$ cat src/rtl/memshare_wbaddr_ctrl_pkg.sv
// Shared configuration for the memShare write-back address controller:
// buffer/DRC geometry constants and the controller FSM state type.
package memshare_wbaddr_ctrl_pkg;

  localparam int MSGPASS_BUFF_ADDR_WIDTH = 8;
  localparam int MEMSHARE_DRC_NUM        = 2;
  localparam int MEMSHARE_DRC0           = 0;
  localparam int MEMSHARE_DRC1           = 1;
  localparam int MEMSHARE_WB_TRACK_DEPTH = 8;

  typedef enum logic [1:0] {
    WB_IDLE   = 2'd0,
    WB_ACTIVE = 2'd1,
    WB_DRAIN  = 2'd2
  } memshare_wb_state_e;

endpackage

$ cat src/rtl/memshare_wbaddr_ctrl_addr_fifo.sv
// Address-tracking FIFO: synchronous, async active-low reset, registered read
// data that holds its value between pops, and synchronous clear.
module memshare_wbaddr_ctrl_addr_fifo #(
  parameter int WIDTH = 8,
  parameter int DEPTH = 8
) (
  input  logic             clk,
  input  logic             rst_n,
  input  logic             clr,
  input  logic             push,
  input  logic [WIDTH-1:0] push_data,
  input  logic             pop,
  output logic [WIDTH-1:0] rd_data,
  output logic             full,
  output logic             empty
);

  localparam int AW = $clog2(DEPTH);
  localparam int PW = AW + 1;

  logic [WIDTH-1:0] mem [DEPTH];
  logic [PW-1:0]    wr_ptr;
  logic [PW-1:0]    rd_ptr;

  // The caller never pushes into a full FIFO unless it pops in the same cycle.
  always_ff @(posedge clk) begin
    if (push) mem[wr_ptr[AW-1:0]] <= push_data;
  end

  always_ff @(posedge clk or negedge rst_n) begin
    if (!rst_n) begin
      wr_ptr  <= '0;
      rd_ptr  <= '0;
      rd_data <= '0;
    end else if (clr) begin
      wr_ptr <= '0;
      rd_ptr <= '0;
    end else begin
      if (push) wr_ptr <= wr_ptr + PW'(1);
      if (pop) begin
        rd_data <= mem[rd_ptr[AW-1:0]];
        rd_ptr  <= rd_ptr + PW'(1);
      end
    end
  end

  assign empty = (wr_ptr == rd_ptr);
  assign full  = (wr_ptr[AW] != rd_ptr[AW]) && (wr_ptr[AW-1:0] == rd_ptr[AW-1:0]);

endmodule

$ cat src/rtl/memshare_wbaddr_ctrl.sv
// Write-back address controller: records (optionally rebased) read addresses
// during a memShare period and replays them in order as buffer write addresses.
module memshare_wbaddr_ctrl
  import memshare_wbaddr_ctrl_pkg::*;
#(
  parameter int ADDR_WIDTH  = MSGPASS_BUFF_ADDR_WIDTH,
  parameter int DRC_NUM     = MEMSHARE_DRC_NUM,
  parameter int TRACK_DEPTH = MEMSHARE_WB_TRACK_DEPTH,
  parameter int ROW_NUM     = 32
) (
  input  logic                  sys_clk,
  input  logic                  rstn,
  input  logic                  scu_begin_i,
  input  logic [ADDR_WIDTH-1:0] rd_addr_i,
  input  logic                  rd_vld_i,
  input  logic [DRC_NUM-1:0]    is_drc_i,
  input  logic [ADDR_WIDTH-1:0] drc_base_addr_i,
  input  logic                  wb_vld_i,
  output logic [ADDR_WIDTH-1:0] wr_addr_o,
  output logic                  wr_en_o,
  output logic                  track_full_o,
  output logic                  track_empty_o,
  output logic                  ovf_err_o,
  output logic                  unf_err_o,
  output logic                  busy_o,
  output logic                  done_o,
  output logic [1:0]            dbg_state
);

  localparam int CW = $clog2(ROW_NUM + 1);
  localparam logic [CW-1:0] ROW_LAST = CW'(ROW_NUM);

  memshare_wb_state_e    state;
  logic [CW-1:0]         push_cnt;
  logic [CW-1:0]         wr_cnt;
  logic                  begin_ok;
  logic                  push_req;
  logic                  pop_req;
  logic                  push_ok;
  logic                  pop_ok;
  logic [ADDR_WIDTH-1:0] store_addr;
  logic                  drc_unused;

  // A full FIFO still accepts a push when a pop frees the head slot this cycle;
  // an empty FIFO never forwards a same-cycle push to the write port.
  always_comb begin
    begin_ok   = (state == WB_IDLE) && scu_begin_i;
    push_req   = (state == WB_ACTIVE) && rd_vld_i;
    pop_req    = (state != WB_IDLE) && wb_vld_i;
    pop_ok     = pop_req && !track_empty_o;
    push_ok    = push_req && (!track_full_o || pop_ok);
    store_addr = is_drc_i[MEMSHARE_DRC1] ? ADDR_WIDTH'(rd_addr_i + drc_base_addr_i) : rd_addr_i;
  end

  assign drc_unused = ^is_drc_i;

  memshare_wbaddr_ctrl_addr_fifo #(
    .WIDTH (ADDR_WIDTH),
    .DEPTH (TRACK_DEPTH)
  ) u_fifo (
    .clk       (sys_clk),
    .rst_n     (rstn),
    .clr       (begin_ok),
    .push      (push_ok),
    .push_data (store_addr),
    .pop       (pop_ok),
    .rd_data   (wr_addr_o),
    .full      (track_full_o),
    .empty     (track_empty_o)
  );

  always_ff @(posedge sys_clk or negedge rstn) begin
    if (!rstn) begin
      state     <= WB_IDLE;
      push_cnt  <= '0;
      wr_cnt    <= '0;
      ovf_err_o <= 1'b0;
      unf_err_o <= 1'b0;
      wr_en_o   <= 1'b0;
      done_o    <= 1'b0;
    end else begin
      wr_en_o <= pop_ok;
      done_o  <= 1'b0;
      if (push_ok) push_cnt <= push_cnt + CW'(1);
      if (pop_ok)  wr_cnt   <= wr_cnt + CW'(1);
      if (push_req && track_full_o && !pop_ok) ovf_err_o <= 1'b1;
      if (pop_req && track_empty_o)            unf_err_o <= 1'b1;
      case (state)
        WB_IDLE: begin
          if (scu_begin_i) begin
            state     <= WB_ACTIVE;
            push_cnt  <= '0;
            wr_cnt    <= '0;
            ovf_err_o <= 1'b0;
            unf_err_o <= 1'b0;
          end
        end
        WB_ACTIVE: begin
          if (push_ok && (push_cnt + CW'(1) == ROW_LAST)) state <= WB_DRAIN;
        end
        WB_DRAIN: begin
          if (pop_ok && (wr_cnt + CW'(1) == ROW_LAST)) begin
            state  <= WB_IDLE;
            done_o <= 1'b1;
          end
        end
        default: state <= WB_IDLE;
      endcase
    end
  end

  assign busy_o    = (state != WB_IDLE);
  assign dbg_state = state;

endmodule

$ cat config.mk
export PLATFORM = sky130hd
export DESIGN_NAME = memshare_wbaddr_ctrl
export DESIGN_NICKNAME = d
export VERILOG_FILES = /design/src/rtl/memshare_wbaddr_ctrl_pkg.sv /design/src/rtl/memshare_wbaddr_ctrl_addr_fifo.sv /design/src/rtl/memshare_wbaddr_ctrl.sv
export SDC_FILE = /design/constraint.sdc
export NUM_CORES = 1
export LEC_CHECK = 0
export CORE_UTILIZATION = 42
export CTS_BUF_LIST = sky130_fd_sc_hd__clkbuf_16
export DETAILED_ROUTE_END_ITERATION = 16
export RECOVER_POWER = 100
export SETUP_SLACK_MARGIN = 0.4
export SLEW_MARGIN = 5
export SYNTH_ARGS = -nofsm -noshare
export SYNTH_HDL_FRONTEND = slang
export SYNTH_SLANG_ARGS = --single-unit
$ cat constraint.sdc
create_clock -name sys_clk -period 3.9 [get_ports sys_clk]
set_input_delay 0.975 -clock sys_clk [delete_from_list [all_inputs] [get_ports sys_clk]]
set_output_delay 0.975 -clock sys_clk [all_outputs]
set_load 0.005 [all_outputs]
======== Word level (Yosys, flattened, before mapping) ========
Memories as Yosys holds them, arrays and structs flattened. A register that Yosys moved wholly into a read port is not among the register bits.
Index checks and enable logic that the tools add are counted.
operators by class
  add/sub/neg operators ................... 5
  equal/unequal tests ..................... 10
  reduce and logical (&&, ||, !) cells .... 22
  multiplexer cells ....................... 25
  bitwise gates (word level) .............. 1
operator list
  kind                 number
  $mux 6               6
  $mux 4               4
  $add 6x1->6 const B  2
  $eq 6x6->1 const B   2
  $logic_and 1x1->1    11
  $mux 1               10
  $add 4x1->4 const B  2
  $add 8x8->8          1
  $mux 8               1
  $mux 2               3
  $pmux 2 s3           1
  $reduce_bool 2->1    3
  $eq 4x4->1           1
  $logic_not 1->1      4
  $ne 2x2->1 const B   2
  $eq 3x3->1           1
  $reduce_and 3->1     1
  $eq 2x1->1 const B   1
  $eq 2x2->1 const B   1
  $logic_not 2->1      1
  $ne 2x1->1 const B   1
  $reduce_and 2->1     1
  $logic_or 1x1->1     1
  $ne 1x1->1           1
  $not 1->1            1
word-level totals
  register bits ........................... 26
  memories kept ........................... 1
  RAM bits ................................ 64
  logic and storage cells ................. 73
memory list
  name        words  width  rd ports  clocked after memory_dff  write ports  line                                  text
  u_fifo.mem  8      8      1         1                         1            memshare_wbaddr_ctrl_addr_fifo.sv:21  logic [WIDTH-1:0] mem [DEPTH];

======== Logic depth before layout (Yosys ltp) ========
Gate-level depths: netlist (run 1).
  word-level depth ........................ 8
  gate-level depth with buffers ........... 8

======== Hierarchy ========
From an unflattened synthesis (run 1), not the netlist that was laid out.
second synthesis, totals
  cell total of the unflattened synthesis .. 353
  area, all modules ....................... 4,674.5 um^2
modules (own cells, without submodules)
  module                          cells each  instances  area each (um^2)
  memshare_wbaddr_ctrl_addr_fifo  203         1          3,245.6
  memshare_wbaddr_ctrl            150         1          1,428.9

======== Worst setup path after synthesis (run 1) ========
Ideal clock, no wire load.
  kind .................................... input port to flip-flop
  start ................................... input port rd_addr_i[1]
  end ..................................... memory u_fifo.mem[0][7] (data pin)
  stages .................................. 6
  path buffers ............................ 0
  setup slack ............................. 0.891 ns
  data arrival time ....................... 2.708 ns
  cells stage by stage .................... ha_1 -> a211oi_2 -> o21ai_1 -> a2111o_1 -> o211a_1 -> or4_1
between the ends
  cells in the longest elaborated chain, start to end .. 2
RTL lines
  item                line                                  text
  start: declaration  memshare_wbaddr_ctrl.sv:14            input logic [ADDR_WIDTH-1:0] rd_addr_i,
  $add 8x8->8         memshare_wbaddr_ctrl.sv:52            store_addr = is_drc_i[MEMSHARE_DRC1] ? ADDR_WIDTH'(rd_addr_i + drc_base_addr_i) : rd_addr_i;
  $mux 8              memshare_wbaddr_ctrl.sv:52
  net store_addr[7]   memshare_wbaddr_ctrl.sv:41            logic [ADDR_WIDTH-1:0] store_addr;
  end: declaration    memshare_wbaddr_ctrl_addr_fifo.sv:21
The timed path passes the listed nets, and every way through them passes these cells.

======== Worst setup path in the final report (run 1) ========
  start ................................... input port rd_addr_i[2]
  end ..................................... memory u_fifo.mem[5][7] (data pin)
Same word-level chain as after synthesis.

==> reports/results.txt, run 1 <==
DR vias: 2651
FILL cells: 912
Total GRT Usage: 0.161
die area: 0.0113 sq mm
Slew @ Worst Pin: 1.81 ns
FP Rows: 37
Critical Path Most Common Cell: o21ai_0
Slew Limit Fails: 35
fmax: 294 MHz
Post-CTS Resized: 0
first-pass GRT wire length: 13.5 mm
wire length on met2: 3.76 mm
clock sinks: 98
worst reg2reg path depth: 6
Overall Power: 2.18 mW
Critical Path Stages: 7
Setup crit start: rd_addr_i[2]
area grow syn2layout: 18.2%
hold slack final: 0.487 ns
cts hold-fix bufs: 0
leading area contributor after synthesis: edfxtp_1
flop2flop setup slack: 1.25 ns
synthesized area: 0.00457 sq mm
fraction of layout cells with a size suffix above 1: 0.106
Crit path arrival time: 3.44 ns
initial antenna violation count: 0
CP Capture Point: u_fifo.mem[5][7]
Yosys reg bits: 98
relative slew slack: -0.204
gr ovfl total: 0
most instantiated cells after synthesis: 64 x edfxtp_1, 34 x dfrtp_1, 29 x nor2_1, 18 x mux2i_1
largest net degree at the start of global routing: 35
Worst setup EP type: flop
Clk pin slew, worst setup/hold paths: 0.07 ns
footprint of the multi-input gates: 0.00167 sq mm
Synth Warn #: 0
CP delay by family, top: compound AO/OA/AOI/OAI gates
VDD IR max: 0.222 mV
initial DRC count: 152
Netlist cell types: 51
die height: 106 um
Starting Density: 0.439
drt pass-1 iters: 4
RSZ-0062 raised after global routing: no
critical path fanouts, max: 8
post-route DRC violation count: 0
Reg-to-Reg End: u_fifo.mem[5][0]
top-count cell post-synth: edfxtp_1
Routed Antenna Nets: 0
clock root cell: clkbuf_16
Syn Area/Cell: 14.3 sq um
static leakage: 2.07 nW
gp weighted congestion: 0.759
Buf/Inv on CP: 1
HPWL after detailed placement: 5.23 mm
DR vias/cell: 5.25
post-CTS setup buffer count: 0
Seq/Total Area, Yosys: 0.607
setup tns final: 0 ns
Worst Setup Start Kind: input pin
ant diodes: 0
Top FF cell, synth: edfxtp_1
Reg-to-Reg Start: u_fifo.wr_ptr[0]
CTS tree: yes
Async SR Flop Fraction: 0.347
Max stage delay on crit path: 0.65 ns
CTS Buf Count: 9
top sig layer: met4
synth top area cells: edfxtp_1 42%, dfrtp_1 19%, mux4_2 7.9%
chip width: 106 um
Setup Skew: 0.00727 ns
Slowest cell on crit path: or4_1
PD cells: 404 mW/mm^2
number of flops mapped to enable cells by yosys: 64
wire length on met1: 3.90 mm
Final min period: 3.40 ns
final wirelength: 7.99 mm
Core Util, Final: 0.519
crit-path cells: dlygate4sd3_1 -> ha_1 -> o21ai_0 -> o21ai_0 -> a2111o_1 -> o211a_1 -> or4_1
# H-tree levels: 3
violated checks: max-capacitance violations, max-slew violations
post-synth top area share: 0.421
Top Ports: 40
WL met3: 207 um
WL/cell: 15.8 um
vias in the first global route: 2638
final cycle utilization of the critical path: 0.872
register area: 0.00277 sq mm
Max Root-Sink Buffers: 2
Min-Delay Path Class: flop to flop
I/O Buffers: 38
Final #Nets: 401
Setup CP Type: input pin to flop
placed cells: 489
clock latency on the worst-skew pair: 0.34 ns
Final Setup Violations: 0
status: finished, violations left
Core ar.: 0.0104 sq mm
syn_nets: 357
non-filler instance count after layout: 505
# Max-Cap Violations: 1
Mapped Cells: 320
WP data required: 3.94 ns
final hold violation count: 0
placed cells by master, fill, tap and decap left out, types with 3 or more instances in the layout:
cell type         n
xor2_1           11
o21ai_0           7
clkdlybuf4s50_1  16
mux4_2           16
ha_1             13
edfxtp_1         64
nor2_1           29
dfrtp_1          34
nor3_1            3
nand2_1          16
nand2b_1          4
xnor2_1          10
dlygate4sd3_1    22
inv_1             8
mux2_1            4
a21oi_1          14
and3_1            3
mux2i_1          18
and4_1            3
nand3_1           4
buf_4             4
clkbuf_1          7
clkbuf_16         9
nand4_1           6
nor3b_1           5
worst min-delay path by stage:
| stage | startpoint | to | slack (ns) | cells past startpoint |
|---|---|---|---|---|
| finish | ovf_err_o | ovf_err_o | 0.49 | 2 |
| global route | ovf_err_o | ovf_err_o | 0.53 | 2 |
| CTS | ovf_err_o | ovf_err_o | 0.50 | 2 |
| detailed placement | ovf_err_o | ovf_err_o | 0.48 | 2 |
| global placement | unf_err_o | unf_err_o | 0.48 | 2 |
| floorplan | unf_err_o | unf_err_o | 0.49 | 2 |
worst register-to-register path, delay by kind of cell (launching register included):
kind / cells / cell delay (ns)
buf+inv: 1 / 0.50
xor+xnor: 1 / 0.28
compound gates: 1 / 0.41
flops: 1 / 0.57
simple gates: 3 / 0.53
flip-flops by register name (all words and copies together) (netlist names), 2 cells and up:
name,cells
u_fifo.mem,64
u_fifo.rd_data,8
push_cnt,6
wr_cnt,6
u_fifo.rd_ptr,4
u_fifo.wr_ptr,4
dbg_state,2
cells by family after synthesis:
family	share of synthesized area
xor gates and xnor gates	0.0403
muxes	0.128
adders and majority gates	0.0400
buffers and inverters	0.0247
AOI/OAI and AO/OA	0.0567
and+or+nand+nor	0.103
DFF	0.607
power breakdown:
group	leakage [nW]	internal, mW	switching (mW)
Combinational	0.870	0.0449	0.0619
Sequential	1.04	1.13	0.0000000000000000199
Clock	0.158	0.566	0.383
Total	2.07	1.74	0.445
metal layers:
metal  up-vias  track usage
met1      1310        0.224
li1       1289            -
met3         9       0.0349
met5         -            0
met2        43        0.243
met4         0       0.0675
final cells by class:
class	instances	area share
multi-input cells	198	0.309
flip-flops and latches	98	0.513
well taps	136	0.0315
repair buffers	49	0.0808
inverters	8	0.00556
clock buffers	9	0.0417
clock inverters	7	0.0183
through the flow:
step	area, sq um	worst slack [ns]
2_1_floorplan	4570	0.891
3_3_place_gp	5120	0.270
3_5_place_dp	5120	0.227
4_1_cts	5440	0.593
5_1_grt	5400	0.354
6_report	5400	0.499
No activity file was read; power rests on OpenSTA's default activity.
==> run 2, diff against run 1 <==
- GPL_TIMING_DRIVEN: unset -> 0
- SETUP_SLACK_MARGIN: 0.4 -> 0.02
==> run 2 against run 1 <==
Compared with the run above:
- the flow still finishes with violations (max-capacitance violations, max-slew violations)
- clock skew fell by 0.0017 ns
- routed wire length up 3.2%
- register-to-register slack got worse by 0.48 ns
- design area fell by 0.39%
- via count grew 0.30%
- critical path depth is the same
- utilization decreased by 0.20 points
- sequential power hardly changed
- flip-flop and latch count did not move
- total power is 7.0% lower
- clock-buffer cell count did not move
- worst hold slack gained 0.0056 ns
==> reports/results.txt, run 2 (synthesized netlist as in run 1, its figures left out) <==
initial antenna violation count: 0 (unchanged)
Final Setup Violations: 0 (unchanged)
non-filler instance count after layout: 512 (+1.4%)
Routed Antenna Nets: 0 (unchanged)
worst reg2reg path depth: 7 (+1)
largest net degree at the start of global routing: 35 (unchanged)
Largest register FFs: 64 (unchanged)
WHS Path Cells: 2 (unchanged)
WP data required: 3.93 ns (about the same)
critical path fanouts, max: 8 (unchanged)
VDD IR max: 0.212 mV (-4.4%)
FP Rows: 37 (unchanged)
WL/cell: 16.1 um (+1.8%)
Core ar.: 0.0104 sq mm (unchanged)
Final min period: 3.51 ns (+0.113 ns)
Critical Path Most Common Cell: o21ai_0
Overall Power: 2.03 mW (-7.0%)
ant diodes: 0 (unchanged)
PD cells: 377 mW/mm^2 (-6.6%)
Crit path arrival time: 3.54 ns (+0.10 ns)
Max Root-Sink Buffers: 2 (unchanged)
violated checks: max-capacitance violations, max-slew violations
CTS Buf Count: 9 (unchanged)
gp weighted congestion: 0.766 (+0.98%)
fraction of layout cells with a size suffix above 1: 0.120 (+0.0140)
post-CTS setup buffer count: 0 (unchanged)
Post-CTS Resized: 0 (unchanged)
fmax: 285 MHz (-3.2%)
Setup Skew: 0.00561 ns (-0.00166 ns)
I/O Buffers: 38 (unchanged)
setup tns final: 0 ns (unchanged)
CTS tree: yes
relative slew slack: -0.256 (-0.0518)
Worst Setup Start Kind: input pin
Core Util, Final: 0.517 (-0.00204)
Top Ports: 40 (unchanged)
Slew Limit Fails: 35 (unchanged)
chip width: 106 um (unchanged)
initial DRC count: 103 (-32%)
cts hold-fix bufs: 0 (unchanged)
hold slack final: 0.493 ns (+0.00563 ns)
RSZ-0062 raised after global routing: no
clock latency on the worst-skew pair: 0.34 ns (about the same)
Setup CP Type: input pin to flop
# Max-Cap Violations: 1 (unchanged)
most frequent cells in the layout: 64 x edfxtp_1, 34 x dfrtp_1, 29 x nor2_1, 19 x dlygate4sd3_1
Clk pin slew, worst setup/hold paths: 0.06 ns (about the same)
Final #Nets: 408 (+1.7%)
Total GRT Usage: 0.165 (+0.00406)
final wirelength: 8.25 mm (+3.2%)
clock sinks: 98 (unchanged)
vias in the first global route: 2670 (+1.2%)
Slowest cell on crit path: or4_1
Max stage delay on crit path: 0.69 ns (+0.04 ns)
die height: 106 um (unchanged)
drt pass-1 iters: 4 (unchanged)
Min-Delay Path Class: flop to flop
final hold violation count: 0 (unchanged)
static leakage: 2.08 nW (+0.56%)
Slew @ Worst Pin: 1.88 ns (+0.0777 ns)
DR vias: 2659 (+0.30%)
status: finished, violations left
final cycle utilization of the critical path: 0.901 (+0.0291)
Starting Density: 0.439 (unchanged)
area grow syn2layout: 17.8%
DR vias/cell: 5.19 (-1.1%)
Worst setup EP type: flop
most common cell after layout, fill and taps aside: edfxtp_1
die area: 0.0113 sq mm (unchanged)
gr ovfl total: 0 (unchanged)
placed cells: 496 (+1.4%)
clock root cell: clkbuf_16
HPWL after detailed placement: 5.74 mm (+9.7%)
crit-path cells: dlygate4sd3_1 -> ha_1 -> o21ai_0 -> o21ai_0 -> a2111o_1 -> o211a_1 -> or4_1
post-route DRC violation count: 0 (unchanged)
first-pass GRT wire length: 13.8 mm (+1.9%)
# H-tree levels: 3 (unchanged)
-- run 2: cell count changes in the layout (fill, tap and decap cells not counted), sizes merged --
cell,delta
buf,+5
bufinv,-2
clkbuf,+3
clkdlybuf4s50,+2
clkinvlp,+1
dlygate4sd3,-3
inv,+1
-- run 2: area by class of cell --
class | instances | area [sq um]
inverter | 8 | 30.0
multi-input combinational | 198 | 1680
buffer | 16 | 73.8
clock inverter | 7 | 41.3
sequential | 98 | 2770
clock buffer | 9 | 225
timing repair buffer | 40 | 389
tap | 136 | 170
fill | 920 | 5040
-- run 2: final timing paths --
path / from / to / slack [ns]
worst min-delay path: ovf_err_o / ovf_err_o / 0.49
max in group asynchronous: rstn / u_fifo.rd_data[3] / 1.67
min in group asynchronous: rstn / wr_cnt[3] / 1.14
worst max-delay path: rd_addr_i[2] / u_fifo.mem[6][7] / 0.39
worst max register to register: u_fifo.rd_ptr[1] / u_fifo.mem[5][5] / 0.77
worst min register to register: ovf_err_o / ovf_err_o / 0.49
-- run 2: metrics by stage --
step | worst slack, ns | area (sq um)
final | 0.385 | 5380
after global routing | 0.226 | 5380
after CTS | 0.552 | 5420
after detailed placement | 0.188 | 5160
after global placement | -0.221 | 5120
after floorplan | 0.891 | 4570
-- run 2: per-layer routing --
| metal | part of all wire | track usage | routed length (um) |
|---|---|---|---|
| met3 | 0.039 | 0.0386 | 322 |
| met1 | 0.48 | 0.231 | 3980 |
| met5 | 0 | 0 | 0 |
| met2 | 0.46 | 0.249 | 3830 |
| met4 | 0.014 | 0.0625 | 112 |
-- run 2: critical path: cells and delay by family --
kind            cells  cell delay (ns)
simple gates        1             0.69
fa+ha+maj           1             0.36
compound gates      4             0.95
buf+inv             1             0.56
-- run 2: where the power goes --
group / total, mW / switching, mW / internal (mW)
clock: 0.795 / 0.369 / 0.426
combinational: 0.108 / 0.0637 / 0.0441
sequential: 1.13 / 0.0000000000000000204 / 1.13
==> run 3, diff against run 2 <==
- CAP_MARGIN: unset -> 25
- CTS_BUF_LIST: sky130_fd_sc_hd__clkbuf_16 -> unset
==> run 3 against run 2 <==
Compared with the run above:
- the flow still finishes with violations (max-capacitance violations, max-slew violations)
- worst hold slack improved by 0.0060 ns
- total power down 11%
- routed wire length is 0.44% lower
==> reports/results.txt, run 3 (synthesized netlist as in run 1, its figures left out) <==
status: finished, violations left
violated checks: max-capacitance violations, max-slew violations
chip width: 106 um (unchanged)
gp weighted congestion: 0.766 (unchanged)
Worst setup EP type: flop
fmax: 287 MHz (+0.76%)
final hold violation count: 0 (unchanged)
Critical Path Most Common Cell: o21ai_0
register area: 0.00277 sq mm (unchanged)
most common cell after layout, fill and taps aside: edfxtp_1
Core ar.: 0.0104 sq mm (unchanged)
flop2flop setup slack: 0.73 ns (-0.04 ns)
Setup Slack @ Placement: 0.188 ns (unchanged)
I/O Buffers: 38 (unchanged)
post-CTS setup buffer count: 0 (unchanged)
cts hold-fix bufs: 0 (unchanged)
final wirelength: 8.21 mm (-0.44%)
Setup CP Type: input pin to flop
Core Util, Final: 0.507 (-0.00973)
Setup Skew: 0.00778 ns (+0.00217 ns)
clock latency on the worst-skew pair: 0.36 ns (+0.02 ns)
Hold Crit Start: ovf_err_o
Worst Setup Start Kind: input pin
worst reg2reg path depth: 7 (unchanged)
VDD IR max: 0.154 mV (-27%)
Largest register FFs: 64 (unchanged)
footprint of the multi-input gates: 0.00168 sq mm (unchanged)
die height: 106 um (unchanged)
# Max-Cap Violations: 1 (unchanged)
static leakage: 2.02 nW (-2.8%)
ant diodes: 0 (unchanged)
Clk pin slew, worst setup/hold paths: 0.09 ns (+0.03 ns)
Min-Delay Path Class: flop to flop
# H-tree levels: 3 (unchanged)
hold slack final: 0.499 ns (+0.00602 ns)
FILL cells: 929 (+0.98%)
non-filler instance count after layout: 512 (unchanged)
RSZ-0062 raised after global routing: no
initial antenna violation count: 0 (unchanged)
Top Ports: 40 (unchanged)
placed cells: 496 (unchanged)
DR vias/cell: 5.16 (-0.71%)
clock sinks: 98 (unchanged)
Setup WS post-layout: 0.412 ns (+0.0266 ns)
setup tns final: 0 ns (unchanged)
Final #Nets: 408 (unchanged)
initial DRC count: 132 (+28%)
Slowest cell on crit path: or4_1
Crit path arrival time: 3.54 ns (about the same)
clock root cell: clkbuf_8
FP Rows: 37 (unchanged)
Overall Power: 1.81 mW (-11%)
Post-CTS Resized: 0 (unchanged)
Reg-to-Reg End: u_fifo.mem[5][5]
Total GRT Usage: 0.161 (-0.00322)
PD cells: 342 mW/mm^2 (-9.3%)
WHS Path Cells: 2 (unchanged)
Slew Limit Fails: 35 (unchanged)
fraction of layout cells with a size suffix above 1: 0.120 (unchanged)
vias in the first global route: 2631 (-1.5%)
HPWL after detailed placement: 5.74 mm (unchanged)
final cycle utilization of the critical path: 0.894 (-0.00683)
Final Cell Area: 0.00528 sq mm (-1.9%)
largest net degree at the start of global routing: 35 (unchanged)
Slew @ Worst Pin: 1.86 ns (-0.0222 ns)
drt pass-1 iters: 4 (unchanged)
Starting Density: 0.439 (unchanged)
crit-path cells: dlygate4sd3_1 -> ha_1 -> o21ai_0 -> o21ai_0 -> a2111o_1 -> o211a_1 -> or4_1
DR vias: 2640 (-0.71%)
Reg-to-Reg Start: u_fifo.rd_ptr[1]
Max Root-Sink Buffers: 2 (unchanged)
Final min period: 3.49 ns (-0.0266 ns)
Placed Area: 0.00516 sq mm (unchanged)
post-route DRC violation count: 0 (unchanged)
die area: 0.0113 sq mm (unchanged)
gr ovfl total: 0 (unchanged)
Hold Crit Endpoint: ovf_err_o
first-pass GRT wire length: 13.6 mm (-1.1%)
Final Setup Violations: 0 (unchanged)
critical path fanouts, max: 8 (unchanged)
relative slew slack: -0.241 (+0.0148)
CTS Buf Count: 9 (unchanged)
CTS tree: yes
WL/cell: 16.0 um (-0.44%)
most frequent cells in the layout: 64 x edfxtp_1, 34 x dfrtp_1, 29 x nor2_1, 19 x dlygate4sd3_1
area grow syn2layout: 15.6%
WP data required: 3.95 ns (+0.02 ns)
Max stage delay on crit path: 0.69 ns (about the same)
Routed Antenna Nets: 0 (unchanged)
[run 3: cell types whose count changed in the layout (fill, tap and decap cells not counted), sizes merged]
cell    before  now
clkbuf      19   22
inv         11    8
[run 3: critical path, delay by kind of cell]
family / cells / cell delay [ns]
buffers and inverters: 1 / 0.56
AND/OR/NAND/NOR: 1 / 0.69
adder cells (fa/ha/maj): 1 / 0.36
AO/OA/AOI/OAI: 4 / 0.95
[run 3: routing by layer]
| layer | wire, um | global-route usage | up-vias |
|---|---|---|---|
| met5 | 0 | 0 | - |
| met4 | 133 | 0.0744 | 0 |
| li1 | - | - | 1301 |
| met2 | 3750 | 0.246 | 47 |
| met1 | 4060 | 0.231 | 1282 |
| met3 | 263 | 0.0202 | 10 |
[run 3: how the worst max path moves through the flow]
stage / start / to / slack (ns) / cells past startpoint
floorplan: rd_addr_i[1] / u_fifo.mem[0][7] / 0.89 / 6
global placement: rd_vld_i / u_fifo.mem[0][2] / -0.22 / 5
detailed placement: rd_addr_i[2] / u_fifo.mem[4][7] / 0.19 / 7
CTS: rd_addr_i[2] / u_fifo.mem[6][7] / 0.58 / 7
global route: wb_vld_i / u_fifo.mem[6][0] / 0.25 / 6
finish: rd_addr_i[2] / u_fifo.mem[6][7] / 0.41 / 7
[run 3: report_power, final]
group	internal, mW	total (mW)	switching (mW)
combinational	0.0441	0.108	0.0636
sequential	1.13	1.13	0.0000000000000000203
clock	0.234	0.574	0.339
[run 3: layout make-up]
| cell class | count | area share |
|---|---|---|
| inverters | 8 | 0.00569 |
| plain buffers | 16 | 0.0140 |
| well taps | 136 | 0.0322 |
| multi-input cells | 198 | 0.318 |
| clock buffers | 12 | 0.0256 |
| clock inverters | 4 | 0.00569 |
| flip-flops and latches | 98 | 0.525 |
| repair buffers | 40 | 0.0737 |
==> RTL change: new RTL, flow settings as in run 2 <==
Reset style: synchronous (`rst_n` and `rstn`), changed in 2 clocked blocks. Comments in the files are not updated.
--- a/src/rtl/memshare_wbaddr_ctrl_addr_fifo.sv
+++ b/src/rtl/memshare_wbaddr_ctrl_addr_fifo.sv
@@ -28,5 +28,5 @@
   end
 
-  always_ff @(posedge clk or negedge rst_n) begin
+  always_ff @(posedge clk) begin
     if (!rst_n) begin
       wr_ptr  <= '0;
--- a/src/rtl/memshare_wbaddr_ctrl.sv
+++ b/src/rtl/memshare_wbaddr_ctrl.sv
@@ -70,5 +70,5 @@
   );
 
-  always_ff @(posedge sys_clk or negedge rstn) begin
+  always_ff @(posedge sys_clk) begin
     if (!rstn) begin
       state     <= WB_IDLE;
Behaviour: differs if rstn is asserted again (counterexample within 4 cycles, from zero or initial values and one cycle with rstn low); with rstn held inactive, the same outputs for 10 cycles.
==> RTL change against run 2 <==
The run still ends with capacitance limit, slew limit left. Combinational power is 39% higher. Critical path depth stayed put. Sequential cell count unchanged. Power grew 3.8%. Count of clock-buffer cells in the layout is the same. Sequential share of layout area decreased by 2.3 points. Synthesized area decreased by 2.5%. Worst setup slack better by 24 ps. Largest power group unchanged. Clock skew rose by 2.3 ps. Cell area decreased by 1.8%. First-iteration DRC count down 2.9%. Largest cell class unchanged. Wire length up 1.7%. Final cell count is 2.7% higher.
==> RTL change: results (changes against run 2) <==
* Outcome: finished, violations left
* Failing checks: capacitance limit, slew limit
* # placed instances at 510 (+2.8%)
* Clock transition at path regs at about 70 ps
* Max FFs per register at 64 (unchanged)
* Final HPWL DP at 6000 µm (+4.7%)
* Share of cells above drive strength 1 at 0.105 (-0.0146)
* Worst-margin pin slew at 1510 ps (-376 ps)
* Switching Fraction at 0.224 (+0.0111)
* Critical Path Fanout Max at 8 (unchanged)
* Mapped Nets at 370 (+3.6%)
* Pin count of the biggest net entering global routing at 18 (-49%)
* # H-tree levels at 3 (unchanged)
* Total CTS buffers at 9 (unchanged)
* Commonest cells post-synth: 64 x edfxtp_1, 34 x dfxtp_1, 29 x nor2_1, 20 x nand2_1, 16 x mux4_2
* Clk_skew at 7.96 ps (+2.35 ps)
* Routed len/inst at 15.9 µm (-0.96%)
* Synth top area cells: edfxtp_1 43%, dfxtp_1 15%, mux4_2 8.1%
* Leak at 1.89 nW (-9.0%)
* Routed vias at 2751 (+3.5%)
* Post-synth EDFFs at 64 (unchanged)
* Maximum root-to-sink buffer count at 2 (unchanged)
* Vias in the first global route at 2683 (+0.49%)
* Asr flop ratio synth at 0 (-0.347)
* Critical path's top delay family: compound AO/OA/AOI/OAI gates
* Non-filler instance count after layout at 526 (+2.7%)
* GPL Wtd Cong at 0.743 (-2.9%)
* Slew Limit Fails at 9 (-74%)
* CP arrival at 3520 ps (-20 ps)
* Filler instances at 899 (-2.3%)
* GRT Total Usage at 0.167 (+0.00249)
* Place WS at 168 ps (-19.7 ps)
* Cell variety after synth at 49 (-3.9%)
* Flop pwr share at 0.539 (-0.016)
* Antenna violations before repair at 0 (unchanged)
* Root buffer cell: clkbuf_16
* PostCTS Resize Cnt at 0 (unchanged)
* Peak supply drop at 0.250 mV (+18%)
* Global-route wire length before repair at 13800 µm (+0.50%)
* Yosys Warn Count at 0 (unchanged)
* # Max-Cap Violations at 1 (unchanged)
* 1st-iter DRT viols at 100 (-2.9%)
* Sequential fraction of the synthesis area at 0.584 (-0.0227)
* Final nets at 422 (+3.4%)
* Post-synthesis cell count at 333 (+4.1%)
* Clk power at 0.820 mW (+3.1%)
-- RTL change: final cells by class --
type | instances | share of cell area
buffer | 16 | 0.0168
multi-input combinational | 211 | 0.326
clock buffer | 9 | 0.0426
sequential | 98 | 0.492
inverter | 8 | 0.00568
tap | 136 | 0.0322
clock inverter | 7 | 0.00971
timing repair buffer | 41 | 0.0748
-- RTL change: final timing paths --
kind	startpoint	endpoint	slack [ps]	depth (start not counted)
hold / removal	unf_err_o$_SDFF_PN0_	unf_err_o$_SDFF_PN0_	480	2
hold reg to reg	unf_err_o$_SDFF_PN0_	unf_err_o$_SDFF_PN0_	480	2
setup reg to reg	u_fifo.rd_ptr[0]$_SDFFE_PP0N_	u_fifo.mem[3][0]$_DFFE_PP_	1000	5
setup / recovery	rd_addr_i[1]	u_fifo.mem[2][7]$_DFFE_PP_	410	7
-- RTL change: layer usage --
layer	up-vias	part of all wire	global-route usage	routed length (µm)
met1	1331	0.46	0.206	3850
li1	1362	-	-	-
met4	0	0.015	0.0785	124
met5	-	0	0	0
met3	7	0.025	0.0268	209
met2	51	0.50	0.287	4200
-- RTL change: kinds of logic (layout without fill, tap and decap cells) --
logic type                 count (synthesis)  in the layout  share of synthesized area
DFF                                       98             98                      0.584
adders and majority gates                 14             14                     0.0410
xor gates and xnor gates                  28             28                     0.0551
muxes                                     30             30                      0.113
AOI/OAI and AO/OA                         46             46                     0.0753
buffers and inverters                     24             81                     0.0272
and+or+nand+nor                           93             93                      0.104
-- RTL change: metrics by stage --
stage	total power, mW	instance area (µm²)	utilization	hold slack [ps]
5_1_grt	2.19	5290	0.512	509
3_5_place_dp	1.32	5060	0.490	473
6_report	2.11	5290	0.512	479
2_1_floorplan	1.25	4450	-	460
4_1_cts	2.13	5330	0.517	488
3_3_place_gp	1.31	5000	0.485	466
